**src/rtl/led_ctrl_pkg.sv**
```systemverilog
// ---------------------------------------------------------------------------
// led_ctrl_pkg
// Shared encodings for the status LED sequencer:
//   mode_e  - command modes latched on an accepted start
//   state_e - sequencer FSM states (ST_GAP exists only when the
//             LED_BURST_REPEAT_EN macro is defined)
//   GAP_TICKS / GAP_W - length and counter width of the inter-burst gap
//   led_start() - LED level driven on the cycle after a start is accepted
// ---------------------------------------------------------------------------
package led_ctrl_pkg;

    typedef enum logic [1:0] {
        MODE_OFF   = 2'd0,
        MODE_ON    = 2'd1,
        MODE_BLINK = 2'd2,
        MODE_BURST = 2'd3
    } mode_e;

`ifdef LED_BURST_REPEAT_EN
    typedef enum logic [1:0] {
        ST_IDLE = 2'd0,
        ST_RUN  = 2'd1,
        ST_DONE = 2'd2,
        ST_GAP  = 2'd3
    } state_e;
`else
    typedef enum logic [1:0] {
        ST_IDLE = 2'd0,
        ST_RUN  = 2'd1,
        ST_DONE = 2'd2
    } state_e;
`endif

    localparam int unsigned GAP_TICKS = 4;
    localparam int unsigned GAP_W     = 3;

    // A zero-length burst behaves like OFF, so it must not light the LED.
    function automatic logic led_start(input mode_e m, input logic len_nz);
        logic lit;
        lit = 1'b0;
        unique case (m)
            MODE_OFF:   lit = 1'b0;
            MODE_ON:    lit = 1'b1;
            MODE_BLINK: lit = 1'b1;
            MODE_BURST: lit = len_nz;
            default:    lit = 1'b0;
        endcase
        return lit;
    endfunction

endpackage

```
**src/rtl/led_tick_gen.sv**
```systemverilog
// ---------------------------------------------------------------------------
// led_tick_gen
// Shared tick prescaler: 25-bit counter running 0..CNT_MAX and wrapping to 0.
// Ports:
//   sys_clk - system clock (rising edge)
//   sys_rst - asynchronous active-low reset
//   clr     - synchronous clear; the counter restarts from 0 next cycle
//   tick    - high for exactly one cycle while the count equals CNT_MAX
// ---------------------------------------------------------------------------
module led_tick_gen #(
    parameter logic [24:0] CNT_MAX = 25'd24_999_999
) (
    input  logic sys_clk,
    input  logic sys_rst,
    input  logic clr,
    output logic tick
);

    logic [24:0] cnt_q, cnt_d;

    always_comb begin
        cnt_d = cnt_q + 25'd1;
        if (clr || (cnt_q == CNT_MAX)) begin
            cnt_d = '0;
        end
    end

    always_ff @(posedge sys_clk or negedge sys_rst) begin
        if (!sys_rst) begin
            cnt_q <= '0;
        end else begin
            cnt_q <= cnt_d;
        end
    end

    assign tick = (cnt_q == CNT_MAX);

endmodule

```
**src/rtl/led_blink_ctrl.sv**
```systemverilog
// ---------------------------------------------------------------------------
// led_blink_ctrl
// Single status LED sequencer: OFF / ON / continuous BLINK / N-pulse BURST,
// with all timing aligned to a shared prescaler tick.
// Ports:
//   sys_clk   - system clock (rising edge)
//   sys_rst   - asynchronous active-low reset
//   start     - one-cycle command strobe, honoured only in IDLE
//   stop      - abort, honoured in any non-IDLE state
//   mode      - command mode (see led_ctrl_pkg::mode_e), latched on start
//   burst_len - BURST pulse count, latched on start
//   led_out   - registered LED drive
//   busy      - high whenever the sequencer is not IDLE
//   done      - one-cycle pulse on normal completion of a finite sequence
// Build option: LED_BURST_REPEAT_EN - a completed BURST waits GAP_TICKS
// ticks with the LED dark and then replays the same burst until stop.
// ---------------------------------------------------------------------------
module led_blink_ctrl
    import led_ctrl_pkg::*;
#(
    parameter logic [24:0] CNT_MAX = 25'd24_999_999,
    parameter int unsigned BURST_W = 4
) (
    input  logic               sys_clk,
    input  logic               sys_rst,
    input  logic               start,
    input  logic               stop,
    input  logic [1:0]         mode,
    input  logic [BURST_W-1:0] burst_len,
    output logic               led_out,
    output logic               busy,
    output logic               done
);

    state_e             state_q, state_d;
    mode_e              mode_q, mode_d;
    logic [BURST_W-1:0] len_q, len_d;
    logic [BURST_W-1:0] pulse_q, pulse_d;
    logic               led_q, led_d;
    logic               accept;
    logic               tick;
`ifdef LED_BURST_REPEAT_EN
    logic [GAP_W-1:0]   gap_q, gap_d;
`endif

    led_tick_gen #(
        .CNT_MAX (CNT_MAX)
    ) u_tick_gen (
        .sys_clk (sys_clk),
        .sys_rst (sys_rst),
        .clr     (accept),
        .tick    (tick)
    );

    always_comb begin
        state_d = state_q;
        mode_d  = mode_q;
        len_d   = len_q;
        pulse_d = pulse_q;
        led_d   = led_q;
        accept  = 1'b0;
`ifdef LED_BURST_REPEAT_EN
        gap_d   = gap_q;
`endif

        unique case (state_q)
            ST_IDLE: begin
                if (start && !stop) begin
                    accept  = 1'b1;
                    mode_d  = mode_e'(mode);
                    len_d   = burst_len;
                    pulse_d = '0;
                    led_d   = led_start(mode_e'(mode), |burst_len);
                    state_d = ST_RUN;
                end
            end

            ST_RUN: begin
                unique case (mode_q)
                    MODE_OFF: begin
                        led_d   = 1'b0;
                        state_d = ST_DONE;
                    end
                    MODE_ON: begin
                        led_d = 1'b1;
                    end
                    MODE_BLINK: begin
                        if (tick) begin
                            led_d = ~led_q;
                        end
                    end
                    MODE_BURST: begin
                        // Completion is seen the cycle after the final falling
                        // edge; a zero-length burst satisfies it immediately.
                        if ((pulse_q == len_q) && !led_q) begin
                            state_d = ST_DONE;
                        end else if (tick) begin
                            led_d = ~led_q;
                            if (led_q) begin
                                pulse_d = pulse_q + BURST_W'(1);
                            end
                        end
                    end
                    default: begin
                        state_d = ST_DONE;
                    end
                endcase
            end

            ST_DONE: begin
                led_d   = 1'b0;
                pulse_d = '0;
`ifdef LED_BURST_REPEAT_EN
                if (mode_q == MODE_BURST) begin
                    gap_d   = '0;
                    state_d = ST_GAP;
                end else begin
                    state_d = ST_IDLE;
                end
`else
                state_d = ST_IDLE;
`endif
            end

`ifdef LED_BURST_REPEAT_EN
            ST_GAP: begin
                led_d = 1'b0;
                if (tick) begin
                    if (gap_q == GAP_W'(GAP_TICKS - 1)) begin
                        gap_d   = '0;
                        pulse_d = '0;
                        led_d   = |len_q;
                        state_d = ST_RUN;
                    end else begin
                        gap_d = gap_q + GAP_W'(1);
                    end
                end
            end
`endif

            default: begin
                state_d = ST_IDLE;
                led_d   = 1'b0;
            end
        endcase

        // Abort overrides any tick or completion decided above.
        if (stop && (state_q != ST_IDLE)) begin
            state_d = ST_IDLE;
            led_d   = 1'b0;
            pulse_d = '0;
`ifdef LED_BURST_REPEAT_EN
            gap_d   = '0;
`endif
        end
    end

    always_ff @(posedge sys_clk or negedge sys_rst) begin
        if (!sys_rst) begin
            state_q <= ST_IDLE;
            mode_q  <= MODE_OFF;
            len_q   <= '0;
            pulse_q <= '0;
            led_q   <= 1'b0;
`ifdef LED_BURST_REPEAT_EN
            gap_q   <= '0;
`endif
        end else begin
            state_q <= state_d;
            mode_q  <= mode_d;
            len_q   <= len_d;
            pulse_q <= pulse_d;
            led_q   <= led_d;
`ifdef LED_BURST_REPEAT_EN
            gap_q   <= gap_d;
`endif
        end
    end

    assign led_out = led_q;
    assign busy    = (state_q != ST_IDLE);
    assign done    = (state_q == ST_DONE);

endmodule
```
**config.mk**
```make
export PLATFORM = sky130hd
export DESIGN_NAME = led_blink_ctrl
export DESIGN_NICKNAME = d
export VERILOG_FILES = /design/src/rtl/led_ctrl_pkg.sv /design/src/rtl/led_tick_gen.sv /design/src/rtl/led_blink_ctrl.sv
export SDC_FILE = /design/constraint.sdc
export NUM_CORES = 1
export LEC_CHECK = 0
export BUFFER_PORTS_ARGS = -buffer_cell sky130_fd_sc_hd__buf_2
export CAP_MARGIN = 30
export CORE_MARGIN = 2
export CORE_UTILIZATION = 62
export CTS_BUF_LIST = sky130_fd_sc_hd__clkbuf_8
export DETAILED_ROUTE_END_ITERATION = 7
export PLACE_DENSITY_LB_ADDON = 0.2
export SYNTH_ARGS = -nofsm -noshare
export SYNTH_HDL_FRONTEND = slang
export SYNTH_HIERARCHICAL = 1
export SYNTH_SLANG_ARGS = --single-unit
```
**constraint.sdc**
```tcl
create_clock -name sys_clk -period 3 [get_ports sys_clk]
set_input_delay 0.6 -clock sys_clk [delete_from_list [all_inputs] [get_ports sys_clk]]
set_output_delay 0.6 -clock sys_clk [all_outputs]
set_load 0.05 [all_outputs]
```
### Word-level counts from Yosys, hierarchy flattened

Index checks and enable logic that the tools add are counted.

| word-level totals | value |
|---|---|
| flip-flop bits (word level) | 38 |
| input port bits | 10 |
| word-level logic and storage cells | 66 |

| cells by class | value |
|---|---|
| $add $sub $neg | 2 |
| eq/ne operators | 18 |
| muxes and demuxes | 22 |
| bitwise operators | 1 |
| reduce and logical (&&, ||, !) cells | 17 |

Operators with widths:

| operator | count |
|---|---|
| 25-bit by 1-bit adder with 25-bit output, second input constant | 1 |
| 25-bit equality test, second input constant | 1 |
| 25-bit two-way mux | 1 |
| 4-bit two-way mux | 6 |
| 3-bit inequality test, second input constant | 5 |
| 4-bit one-hot mux with 3 select lines | 1 |
| 2-bit equality test, second input constant | 5 |
| 4-bit inequality test, second input constant | 2 |
| 2-bit one-hot mux with 2 select lines | 2 |
| 2-bit by 1-bit equality test with 1-bit output, second input constant | 3 |
| 2-bit zero test | 3 |
| 1-bit two-way mux | 6 |
| 2-bit two-way mux | 3 |
| 6-bit AND reduction | 1 |
| 4-bit by 1-bit adder with 4-bit output, second input constant | 1 |
| 4-bit equality test | 1 |
| 4-bit by 3-bit inequality test with 1-bit output, second input constant | 1 |
| 1-bit one-hot mux with 4 select lines | 1 |
| 2-bit AND reduction | 2 |
| 4-bit nonzero test | 1 |
| 4-bit OR reduction | 1 |
| 1-bit logical AND | 3 |
| 1-bit one-hot mux with 3 select lines | 1 |
| 3-bit AND reduction | 1 |
| other kinds (6) | 7 |

### Logic depth before layout (Yosys ltp)

Gate-level depths: netlist of the first run.

| depth | value |
|---|---|
| word-level depth | 7 |
| depth in mapped cells | 9 |
| gate-level depth less buffers | 9 |

### Modules after synthesis

The synthesis of the first run kept the hierarchy.

By module, submodules not included:

| module | times used | cells each | area an instance (um^2) | seq. area each (um^2) |
|---|---|---|---|---|
| led_tick_gen | 1 | 141 | 1327.5 | 625.6 |
| led_blink_ctrl | 1 | 70 | 732.0 | 325.3 |

### Worst setup path after synthesis of the first run

No wires, ideal clock.

| path | value |
|---|---|
| path type | flip-flop to flip-flop |
| from | register u_tick_gen.cnt_q[0] |
| to | register pulse_q[3] |
| data arrival time | 2.405 ns |
| setup slack | 0.526 ns |
| cell stages (with the launch flop) | 10 |
| clock period less this slack | 2.474 ns |
| cells stage by stage | dfrtp_1 -> ha_1 -> nand2_1 -> or4b_1 -> nor3_1 -> nand2_1 -> nor3_2 -> o22ai_2 -> or4_1 -> nand3_1 |

| between the ends | value |
|---|---|
| cells in the longest elaborated chain, start to end | 3 |

Ends and longest elaborated chain:

| what | RTL line | source |
|---|---|---|
| start, declared | led_tick_gen.sv:19 | `logic [24:0] cnt_q, cnt_d;` |
| start signal, assigned | led_tick_gen.sv:32 | `cnt_q <= cnt_d;` |
| 25-bit equality test | led_tick_gen.sv:36 | `assign tick = (cnt_q == CNT_MAX);` |
| via tick | led_blink_ctrl.sv:41 | `logic tick;` |
| 3-bit inequality test (no line) | n/a |  |
| 6-bit AND reduction (no line) | n/a |  |
| end signal, assigned | led_blink_ctrl.sv:172 | `pulse_q <= pulse_d;` |
| end, declared | led_blink_ctrl.sv:38 | `logic [BURST_W-1:0] pulse_q, pulse_d;` |

The timed path passes the listed nets, and every way through them passes these cells.
A chain may end at the register's enable or synchronous reset.

### Final worst setup path of the first run

Ends and elaborated chain as after synthesis.

==> results of run 1 <==
## critical path, stage by stage (launching register included)
cell,delay (ns)
dfrtp_1,0.38
ha_1,0.24
nand2_1,0.15
or4b_1,0.59
nor3_1,0.31
nand2_1,0.10
nor3_2,0.13
o22ai_2,0.15
or4_1,0.53
nand3_1,0.10
## power groups by stage
stage	registers, uW	clock network, uW	logic (uW)
after floorplan	627	0	127
after global routing	622	450	210
after CTS	615	419	190
after global placement	619	0	181
after detailed placement	625	0	188
final	616	410	187
## through the flow
stage | hold slack, ns | setup WS (ns) | area (um^2) | util, % | std cells
after floorplan | 0.304 | 0.526 | 2060 | - | 211
after global placement | 0.444 | 0.419 | 2150 | 69.3 | 262
after detailed placement | 0.473 | 0.273 | 2150 | 69.3 | 262
after CTS | 0.428 | 0.252 | 2260 | 72.7 | 270
after global routing | 0.464 | 0.0648 | 2260 | 72.7 | 270
final | 0.405 | 0.261 | 2260 | 72.7 | 270
## final cells by class
| class | instances | area, um^2 |
|---|---|---|
| inverters | 9 | 33.8 |
| flip-flops and latches | 38 | 951 |
| clock inverters | 3 | 37.5 |
| well taps | 44 | 55.1 |
| fillers | 249 | 847 |
| clock buffers | 5 | 68.8 |
| multi-input cells | 157 | 1030 |
| repair buffers | 14 | 75.1 |
## registers in the layout, summed over array words and instances, names as in the netlist
| signal | flops |
|---|---|
| led_out | 1 |
| len_q | 4 |
| pulse_q | 4 |
| mode_q | 2 |
| state_q | 2 |
| u_tick_gen/cnt_q | 25 |
## worst paths after layout
path	slack [ns]	end	start
worst min-delay path	0.41	u_tick_gen/cnt_q[11]	sys_rst
worst max register to register	0.26	pulse_q[3]	u_tick_gen/cnt_q[0]
min in group sys_clk	0.48	u_tick_gen/cnt_q[0]	u_tick_gen/cnt_q[0]
worst max-delay path	0.26	pulse_q[3]	u_tick_gen/cnt_q[0]
worst min register to register	0.48	u_tick_gen/cnt_q[0]	u_tick_gen/cnt_q[0]
max in group asynchronous	2.08	len_q[0]	sys_rst
## synth_stat cells (6+ instances only)
cell,count
dfrtp_1,38
nor2_1,18
nand2_1,17
nand3_1,13
a21oi_1,12
xnor2_1,12
o21ai_0,11
inv_1,9
or4_1,8
nor3_1,7
mux2_2,6
or3_1,6
## routing by layer
metal	routed length (um)	vias up
li1	-	789
met1	1880	807
met2	2020	46
met3	218	6
met4	47	0
met5	0	-
## kinds of logic after synthesis
kind of cell    Yosys count  synth area share, %
compound gates           36                 11.5
buf+inv                  16                 3.58
xor+xnor                 15                 6.38
flops                    38                 46.2
simple gates             96                 26.7
mux                       6                 3.28
fa+ha+maj                 4                 2.43
==> results by group, run 1 <==
Flow run
  – Maximum capacitance violations: 0

Logic synthesis
  – Number of synthesized flops with an enable pin: 0
  – Post-Syn Nets: 225
  – Top-area cell type share of the netlist area: 46.2%
  – Mapped cell area: 2060 um^2
  – Main synth FF type: dfrtp_1
  – Yosys cell types: 46
  – Area leader, netlist: dfrtp_1
  – Seq/Total Area, Yosys: 46.2%
  – Cells after synthesis: 211
  – Asr flop ratio synth: 100%
  – Avg Cell Area, Syn: 9.76 um^2
  – Synth Register Bits: 38
  – Number of synthesis warnings: 6
  – Top post-synthesis cells by area: dfrtp_1 (46%), xnor2_1 (5.1%), nor2_1 (3.3%)

Global route
  – Tot GR Track Use: 24.7%
  – Largest net degree at the start of global routing: 39
  – Met1 usage in global routing: 33.6%
  – Met2 Resource Use GR: 37.6%
  – Busiest metal layer after global routing: met2
  – Initial antenna violation count: 0
  – First-pass GRT wire length: 6690 um
  – Vias in the first global route: 1478
  – Global route total overflow: 0
  – Met3 usage in global routing: 7.77%

Power
  – Share of power burned in registers: 50.8%
  – Switching power of the nets: 332 uW
  – Internal power: 882 uW
  – Total power: 1210 uW
  – Combinational share of power: 15.4%
  – Sw Share: 27.3%
  – Clock network power share: 33.8%
  – Power density over the cells: 538 nW/um^2
  – Leakage: 0.000941 uW
  – Max IR drop VDD: 0.000429 V

STA
  – Max_slew headroom: 45.4%
  – Hold Vio Cnt, Final: 0
  – Period utilization: 91.3%
  – Worst setup skew after layout: 0.00693 ns
  – Slew Limit Fails: 0
  – Pin slew with the least headroom to its limit: 0.819 ns
  – Setup TNS Final: 0 ns
  – Setup violators final: 0
  – Min Tclk post-route: 2.74 ns
  – RSZ-0062 raised after global routing: no
  – Max Clock Freq: 365 MHz

CTS
  – CTS buffer count: 5
  – Worst-path clk slew: 0.07 ns
  – Clock Tree Buf Depth: 2
  – CTS tree: built
  – Post-cts hold buffer count: 0
  – Post-CTS sizing: 0
  – Post-CTS Setup Repair Bufs: 0
  – Worst skew pair latency: 0.29 ns
  – CTS Root Cell: clkbuf_8
  – Clk sinks: 38
  – H-tree Lvls: 2

Drt
  – Via count: 1648
  – Vias per cell: 6.10
  – DRT antenna net count: 0
  – DR iter-0 viols: 146
  – Pre-antenna DRT Iters: 4
  – DRC Markers: 0
  – Post-DR wirelength/cell: 15.4 um
  – Final WL: 4170 um

Place
  – Post-DP HPWL: 3040 um
  – GPL Wtd Cong: 0.875
  – IO Port Bufs: 12

Cells and area
  – Ratio of cells with drive above 1 in the final layout: 17.3%
  – # diodes: 0
  – Area Overhead vs Synth: 9.54%
  – Final net count: 239
  – Commonest non-fill, non-tap cell in the layout: dfrtp_1
  – Most frequent cells in the layout: dfrtp_1 (38), nor2_1 (18), nand2_1 (17), nand3_1 (13)

Floorplanning
  – # rows: 20
  – Initial Util: 66.4%
  – Die area: 3800 um^2
  – Die Wd: 61.6 um
  – Core area: 3100 um^2
  – Die height: 61.6 um
  – Num ports: 13

Worst setup path
  – Crit Path Class: flop to flop
  – Reg2reg path depth: 9
  – Crit. End Element: flop
  – Crit start category: flop
  – WP data arrival: 2.97 ns
  – Worst-path fanout max: 8
  – Critical Path RT: 3.23 ns

Outcome
  – Outcome: finished, final reports clean

Worst hold path
  – Worst min path class: primary input to asynchronous set/reset pin
Power figures use the tool's default switching activity.
==> inputs of run 2 (changes only) <==
--- a/config.mk
+++ b/config.mk
@@ -5,6 +5,7 @@
 export SDC_FILE = /design/constraint.sdc
 export NUM_CORES = 1
 export LEC_CHECK = 0
+export ABC_AREA = 1
 export BUFFER_PORTS_ARGS = -buffer_cell sky130_fd_sc_hd__buf_2
 export CAP_MARGIN = 30
 export CORE_MARGIN = 2
==> results by group, run 2 <==
Outcome
  – Outcome: finished, final reports clean (unchanged)

Power
  – Internal power: 906 uW (was 882 uW)
  – Switching power of the nets: 426 uW (was 332 uW)
  – Sw Share: 32.0% (was 27.3%)
  – Share of power burned in registers: 47.5% (was 50.8%)
  – Power density over the cells: 538 nW/um^2 (about the same)
  – Combinational share of power: 19.5% (was 15.4%)
  – Max IR drop VDD: 0.000354 V (was 0.000429 V)
  – Clock network power share: 33.0% (was 33.8%)
  – Leakage: 0.00113 uW (was 0.000941 uW)

Logic synthesis
  – Number of synthesis warnings: 6 (unchanged)
  – Number of synthesized flops with an enable pin: 0 (unchanged)
  – Main synth FF type: dfrtp_1 (unchanged)
  – Top post-synthesis cells by area: dfrtp_1 (42%), nand2_1 (16%), nor2_1 (12%) (was dfrtp_1 (46%), xnor2_1 (5.1%), nor2_1 (3.3%))
  – Avg Cell Area, Syn: 7.05 um^2 (was 9.76 um^2)
  – Most frequent cells after synthesis: nand2_1 (99), nor2_1 (72), dfrtp_1 (38) (was dfrtp_1 (38), nor2_1 (18), nand2_1 (17))
  – Cell with the most instances after synthesis: nand2_1 (was dfrtp_1)
  – Mapped cell area: 2280 um^2 (was 2060 um^2)
  – Area leader, netlist: dfrtp_1 (unchanged)
  – Asr flop ratio synth: 100% (unchanged)
  – Cells after synthesis: 323 (was 211)
  – Yosys cell types: 26 (was 46)
  – Seq/Total Area, Yosys: 41.7% (was 46.2%)
  – Synth Register Bits: 38 (unchanged)
  – Top-area cell type share of the netlist area: 41.7% (was 46.2%)
  – Post-Syn Nets: 337 (was 225)

Global route
  – Largest net degree at the start of global routing: 39 (unchanged)
  – Initial antenna violation count: 0 (unchanged)
  – Tot GR Track Use: 25.4% (was 24.7%)
  – Vias in the first global route: 1953 (was 1478)
  – First-pass GRT wire length: 8250 um (was 6690 um)
  – Global route total overflow: 0 (unchanged)

Cells and area
  – Final net count: 353 (was 239)
  – Final Util: 68.6% (was 72.7%)
  – Area Overhead vs Synth: 8.62% (was 9.54%)
  – Ratio of cells with drive above 1 in the final layout: 10.3% (was 17.3%)
  – Footprint of the multi-input gates: 1150 um^2 (was 1030 um^2)
  – Biggest registers after layout: u_tick_gen/cnt_q x25, len_q x4, pulse_q x4 (unchanged)
  – Largest Register: u_tick_gen/cnt_q (unchanged)
  – # diodes: 0 (unchanged)
  – Largest register FFs: 25 (unchanged)
  – Fillers: 306 (was 249)
  – Register Area: 951 um^2 (unchanged)
  – Most frequent cells in the layout: nand2_1 (99), nor2_1 (72), dfrtp_1 (38), inv_1 (33), nand3_1 (19) (was dfrtp_1 (38), nor2_1 (18), nand2_1 (17), nand3_1 (13))
  – Commonest non-fill, non-tap cell in the layout: nand2_1 (was dfrtp_1)

CTS
  – Post-CTS Setup Repair Bufs: 0 (unchanged)
  – CTS tree: built (unchanged)
  – H-tree Lvls: 2 (unchanged)
  – CTS buffer count: 5 (unchanged)
  – Clk sinks: 38 (unchanged)
  – Worst-path clk slew: 0.08 ns (was 0.07 ns)
  – Clock Tree Buf Depth: 2 (unchanged)
  – CTS Root Cell: clkbuf_8 (unchanged)
  – Post-cts hold buffer count: 0 (unchanged)
  – Worst skew pair latency: 0.29 ns (about the same)
  – Post-CTS sizing: 0 (unchanged)

STA
  – Setup TNS Final: 0 ns (unchanged)
  – RSZ-0062 raised after global routing: no (unchanged)
  – Min Tclk post-route: 2.11 ns (was 2.74 ns)
  – Pin slew with the least headroom to its limit: 0.821 ns (was 0.819 ns)
  – Period utilization: 70.5% (was 91.3%)
  – Max_slew headroom: 45.3% (was 45.4%)
  – Setup violators final: 0 (unchanged)
  – Final hold slack: 0.396 ns (was 0.405 ns)
  – Worst setup skew after layout: 0.00451 ns (was 0.00693 ns)
  – Hold Vio Cnt, Final: 0 (unchanged)
  – Max Clock Freq: 473 MHz (was 365 MHz)
  – Slew Limit Fails: 0 (unchanged)

Worst setup path
  – Crit Path Class: flop to flop (unchanged)
  – Crit start category: flop (unchanged)
  – RR Endpoint: pulse_q[3] (unchanged)
  – WP data arrival: 2.34 ns (was 2.97 ns)
  – Reg2reg path depth: 8 (was 9)
  – Worst-path fanout max: 8 (unchanged)
  – Critical Path RT: 3.22 ns (was 3.23 ns)
  – Crit. End Element: flop (unchanged)
  – Worst r2r src: u_tick_gen/cnt_q[0] (unchanged)
  – R2R Setup Slk: 0.89 ns (was 0.26 ns)

Drt
  – DR iter-0 viols: 134 (was 146)
  – DRT antenna net count: 0 (unchanged)
  – Final WL: 4570 um (was 4170 um)
  – Pre-antenna DRT Iters: 4 (unchanged)
  – DRC Markers: 0 (unchanged)
  – Post-DR wirelength/cell: 11.8 um (was 15.4 um)
  – Via count: 1996 (was 1648)
  – Vias per cell: 5.14 (was 6.10)

Flow run
  – Maximum capacitance violations: 0 (unchanged)

Floorplanning
  – Core area: 3610 um^2 (was 3100 um^2)
  – Num ports: 13 (unchanged)
  – Die area: 4180 um^2 (was 3800 um^2)
  – Die height: 64.6 um (was 61.6 um)
  – Initial Util: 63.2% (was 66.4%)
  – Die Wd: 64.6 um (was 61.6 um)
  – # rows: 22 (was 20)

Place
  – GPL Wtd Cong: 0.914 (was 0.875)
  – IO Port Bufs: 12 (unchanged)
  – Post-DP HPWL: 3430 um (was 3040 um)

Worst hold path
  – Worst min path class: primary input to asynchronous set/reset pin (unchanged)
## run 2: layout make-up
type	instances	share of cell area (%)
Tap cell	48	2.43
Sequential cell	38	38.4
Timing Repair Buffer	12	2.43
Clock inverter	3	1.82
Inverter	37	5.61
Multi-Input combinational cell	245	46.5
Clock buffer	5	2.78
## run 2: stage by stage
step / cells / power (uW) / worst slack, ns / cell area [um^2]
after floorplan: 323 / 842 / 1.24 / 2280
after global placement: 380 / 896 / 1.02 / 2360
after detailed placement: 380 / 903 / 0.925 / 2360
after CTS: 388 / 1340 / 0.904 / 2470
after global routing: 388 / 1410 / 0.671 / 2470
final: 388 / 1330 / 0.886 / 2470
## run 2: critical path, stage by stage (launching register included)
cell and delay [ns]:
dfrtp_1 0.44, ha_1 0.29, nand2_2 0.11, nor4_1 0.42, nand3_1 0.12, o21ai_0 0.14
and2_1 0.30, nand4_1 0.12, o21ai_1 0.10
## run 2: per-layer routing
metal / global-route usage [%] / vias to the layer above / part of all wire [%]
met5: 0 / - / 0
met4: 9.84 / 0 / 1.8
met3: 4.86 / 9 / 3.2
met2: 44.9 / 37 / 50
met1: 30.5 / 928 / 45
li1: - / 1022 / -
## run 2: cells by family after synthesis
family,share of synthesized area (%)
AOI/OAI and AO/OA,3.95
xor gates and xnor gates,6.15
adders and majority gates,2.20
buffers and inverters,7.74
DFF,41.7
and+or+nand+nor,38.2
## run 2: how the worst max path moves through the flow
stage                                    from    endpoint  slack, ns
after floorplan           u_tick_gen/cnt_q[0]  pulse_q[3]       1.24
final                     u_tick_gen/cnt_q[0]  pulse_q[3]       0.89
after detailed placement  u_tick_gen/cnt_q[0]  pulse_q[2]       0.93
after CTS                 u_tick_gen/cnt_q[0]  pulse_q[2]       0.90
after global placement    u_tick_gen/cnt_q[0]  pulse_q[3]       1.02
after global routing      u_tick_gen/cnt_q[0]  pulse_q[2]       0.67
## run 2: power by group through the flow
stage          registers (uW)  logic [uW]  clock network (uW)
2_1_floorplan             649         193                   0
3_3_place_gp              640         256                   0
3_5_place_dp              642         262                   0
4_1_cts                   632         263                 449
5_1_grt                   643         298                 470
6_report                  632         260                 439
==> inputs of run 3 (changes only) <==
--- a/config.mk
+++ b/config.mk
@@ -5,7 +5,7 @@
 export SDC_FILE = /design/constraint.sdc
 export NUM_CORES = 1
 export LEC_CHECK = 0
-export ABC_AREA = 1
+export ABC_AREA = 0
 export BUFFER_PORTS_ARGS = -buffer_cell sky130_fd_sc_hd__buf_2
 export CAP_MARGIN = 30
 export CORE_MARGIN = 2
==> constraint.sdc (replaced) <==
create_clock -name sys_clk -period 2.1 [get_ports sys_clk]
set_input_delay 0.42 -clock sys_clk [delete_from_list [all_inputs] [get_ports sys_clk]]
set_output_delay 0.42 -clock sys_clk [all_outputs]
set_load 0.05 [all_outputs]
==> results by group, run 3 (synthesis gave the netlist of run 1 again) <==
Outcome
  – Outcome: finished with violations (was finished, final reports clean)
  – Failing checks: negative setup slack

CTS
  – H-tree Lvls: 2 (unchanged)
  – CTS tree: built (unchanged)
  – CTS buffer count: 5 (unchanged)
  – CTS Root Cell: clkbuf_8 (unchanged)
  – Worst skew pair latency: 0.29 ns (about the same)
  – Clk sinks: 38 (unchanged)
  – Worst-path clk slew: 0.08 ns (about the same)
  – Clock Tree Buf Depth: 2 (unchanged)

Drt
  – DR iter-0 viols: 255 (was 134)
  – Via count: 1961 (was 1996)
  – Pre-antenna DRT Iters: 5 (was 4)
  – Final WL: 6070 um (was 4570 um)
  – Vias per cell: 6.49 (was 5.14)
  – Post-DR wirelength/cell: 20.1 um (was 11.8 um)
  – DRT antenna net count: 0 (unchanged)
  – DRC Markers: 0 (unchanged)

Power
  – Sw Share: 31.9% (was 32.0%)
  – Share of power burned in registers: 46.3% (was 47.5%)
  – Switching power of the nets: 604 uW (was 426 uW)
  – Leakage: 0.00113 uW (about the same)
  – Combinational share of power: 25.5% (was 19.5%)
  – Internal power: 1290 uW (was 906 uW)
  – Total power: 1890 uW (was 1330 uW)
  – Power density over the cells: 729 nW/um^2 (was 538 nW/um^2)
  – Max IR drop VDD: 0.000661 V (was 0.000354 V)
  – Clock network power share: 28.3% (was 33.0%)

Floorplanning
  – Initial Util: 66.4% (was 63.2%)
  – Core area: 3100 um^2 (was 3610 um^2)
  – Die height: 61.6 um (was 64.6 um)
  – Die Wd: 61.6 um (was 64.6 um)
  – Num ports: 13 (unchanged)
  – Die area: 3800 um^2 (was 4180 um^2)
  – # rows: 20 (was 22)

Worst setup path
  – Reg2reg path depth: 9 (was 8)
  – Crit. End Element: flop (unchanged)
  – Worst r2r src: u_tick_gen/cnt_q[0] (unchanged)
  – RR Endpoint: pulse_q[3] (unchanged)
  – R2R Setup Slk: -0.16 ns (was 0.89 ns)
  – Critical Path RT: 2.33 ns (was 3.22 ns)
  – Crit start category: flop (unchanged)
  – Worst-path fanout max: 2 (was 8)
  – Crit Path Class: flop to flop (unchanged)
  – WP data arrival: 2.49 ns (was 2.34 ns)

Cells and area
  – Largest register FFs: 25 (unchanged)
  – Final net count: 271 (was 353)
  – Biggest registers after layout: u_tick_gen/cnt_q x25, len_q x4, pulse_q x4 (unchanged)
  – Commonest non-fill, non-tap cell in the layout: dfrtp_1 (was nand2_1)
  – Most frequent cells in the layout: dfrtp_1 (38), buf_4 (32), nor2_1 (18), nand2_1 (16) (was nand2_1 (99), nor2_1 (72), dfrtp_1 (38), inv_1 (33), nand3_1 (19))
  – Ratio of cells with drive above 1 in the final layout: 33.7% (was 10.3%)
  – # diodes: 0 (unchanged)
  – Largest Register: u_tick_gen/cnt_q (unchanged)
  – Non-Filler Instances: 302 (was 388)
  – Area Overhead vs Synth: 25.9% (was 8.62%)

STA
  – Max_slew headroom: 43.7% (was 45.3%)
  – Period utilization: 108% (was 70.5%)
  – Slew Limit Fails: 0 (unchanged)
  – Max Clock Freq: 443 MHz (was 473 MHz)
  – RSZ-0062 raised after global routing: yes (was no)
  – Hold Vio Cnt, Final: 0 (unchanged)
  – Setup WS post-layout: -0.160 ns (was 0.886 ns)
  – Pin slew with the least headroom to its limit: 0.844 ns (was 0.821 ns)
  – Setup violators final: 5 (was 0)
  – Worst setup skew after layout: 0.00829 ns (was 0.00451 ns)
  – Setup TNS Final: -0.450 ns (was 0 ns)
  – Min Tclk post-route: 2.26 ns (was 2.11 ns)

Global route
  – Tot GR Track Use: 31.0% (was 25.4%)
  – Global route total overflow: 0 (unchanged)
  – Largest net degree at the start of global routing: 39 (unchanged)
  – First-pass GRT wire length: 8480 um (was 8250 um)
  – Initial antenna violation count: 0 (unchanged)
  – Vias in the first global route: 1813 (was 1953)

Place
  – GPL Wtd Cong: 0.871 (was 0.914)
  – Pre-CTS WS: -0.110 ns (was 0.925 ns)
  – Number of instances in the placed design: 286 (was 380)
  – IO Port Bufs: 12 (unchanged)
  – Post-DP HPWL: 3460 um (was 3430 um)

Flow run
  – Maximum capacitance violations: 0 (unchanged)

Worst hold path
  – Worst min path class: primary input to asynchronous set/reset pin (unchanged)
run 3: power by group through the flow:
stage	Combinational, uW	Sequential, uW	Clock (uW)
floorplan	196	907	0
global placement	356	873	0
detailed placement	377	882	0
CTS	401	866	534
global route	512	881	581
finish	482	875	535
run 3: area by class of cell:
class / instances / area (um^2)
Multi-Input combinational cell: 158 / 1140
Clock inverter: 2 / 12.5
Sequential cell: 38 / 951
Clock buffer: 6 / 82.6
Tap cell: 44 / 55.1
Inverter: 9 / 33.8
Timing Repair Buffer: 45 / 320
Fill cell: 187 / 509
run 3: worst max path at each step:
stage | slack, ns | depth (start not counted) | to | start
after global routing | -0.20 | 9 | pulse_q[3] | u_tick_gen/cnt_q[0]
after floorplan | -0.11 | 9 | pulse_q[3] | u_tick_gen/cnt_q[0]
after detailed placement | -0.11 | 9 | pulse_q[3] | u_tick_gen/cnt_q[1]
final | -0.16 | 9 | pulse_q[3] | u_tick_gen/cnt_q[0]
after CTS | -0.09 | 9 | pulse_q[3] | u_tick_gen/cnt_q[0]
after global placement | -0.03 | 9 | pulse_q[3] | u_tick_gen/cnt_q[1]
run 3: metrics by stage:
step | hold slack [ns] | utilization, % | area [um^2]
global route | 0.289 | 83.6 | 2590
floorplan | 0.124 | - | 2090
global placement | 0.515 | 76.4 | 2370
CTS | 0.244 | 80.3 | 2490
detailed placement | 0.549 | 76.4 | 2370
finish | 0.225 | 83.6 | 2590
run 3: timing repair:
item | in CTS | in global routing
hold endpoints to repair | 0 | 0
cloned | 0 | 1
pin swaps | 3 | 7
resized for setup | 3 | 13
setup buffers | 2 | 6
endpoints found under the setup margin | 4 | 12
hold buffers | 0 | 0
run 3: layer usage:
metal	global-route usage [%]	vias to the layer above	routed length, um
li1	-	855	-
met1	39.3	948	2340
met2	53.1	129	2960
met3	6.09	29	484
met4	10.0	0	277
met5	0	-	0
run 3: critical path: stages, from the launching register on:
cell and delay [ns]:
dfrtp_1 0.41, ha_4 0.16, nand2_4 0.05, or4b_4 0.57
nor3_4 0.16, nand2_1 0.11, nor3_2 0.15, o22ai_2 0.12
or4_1 0.40, nand3_1 0.08
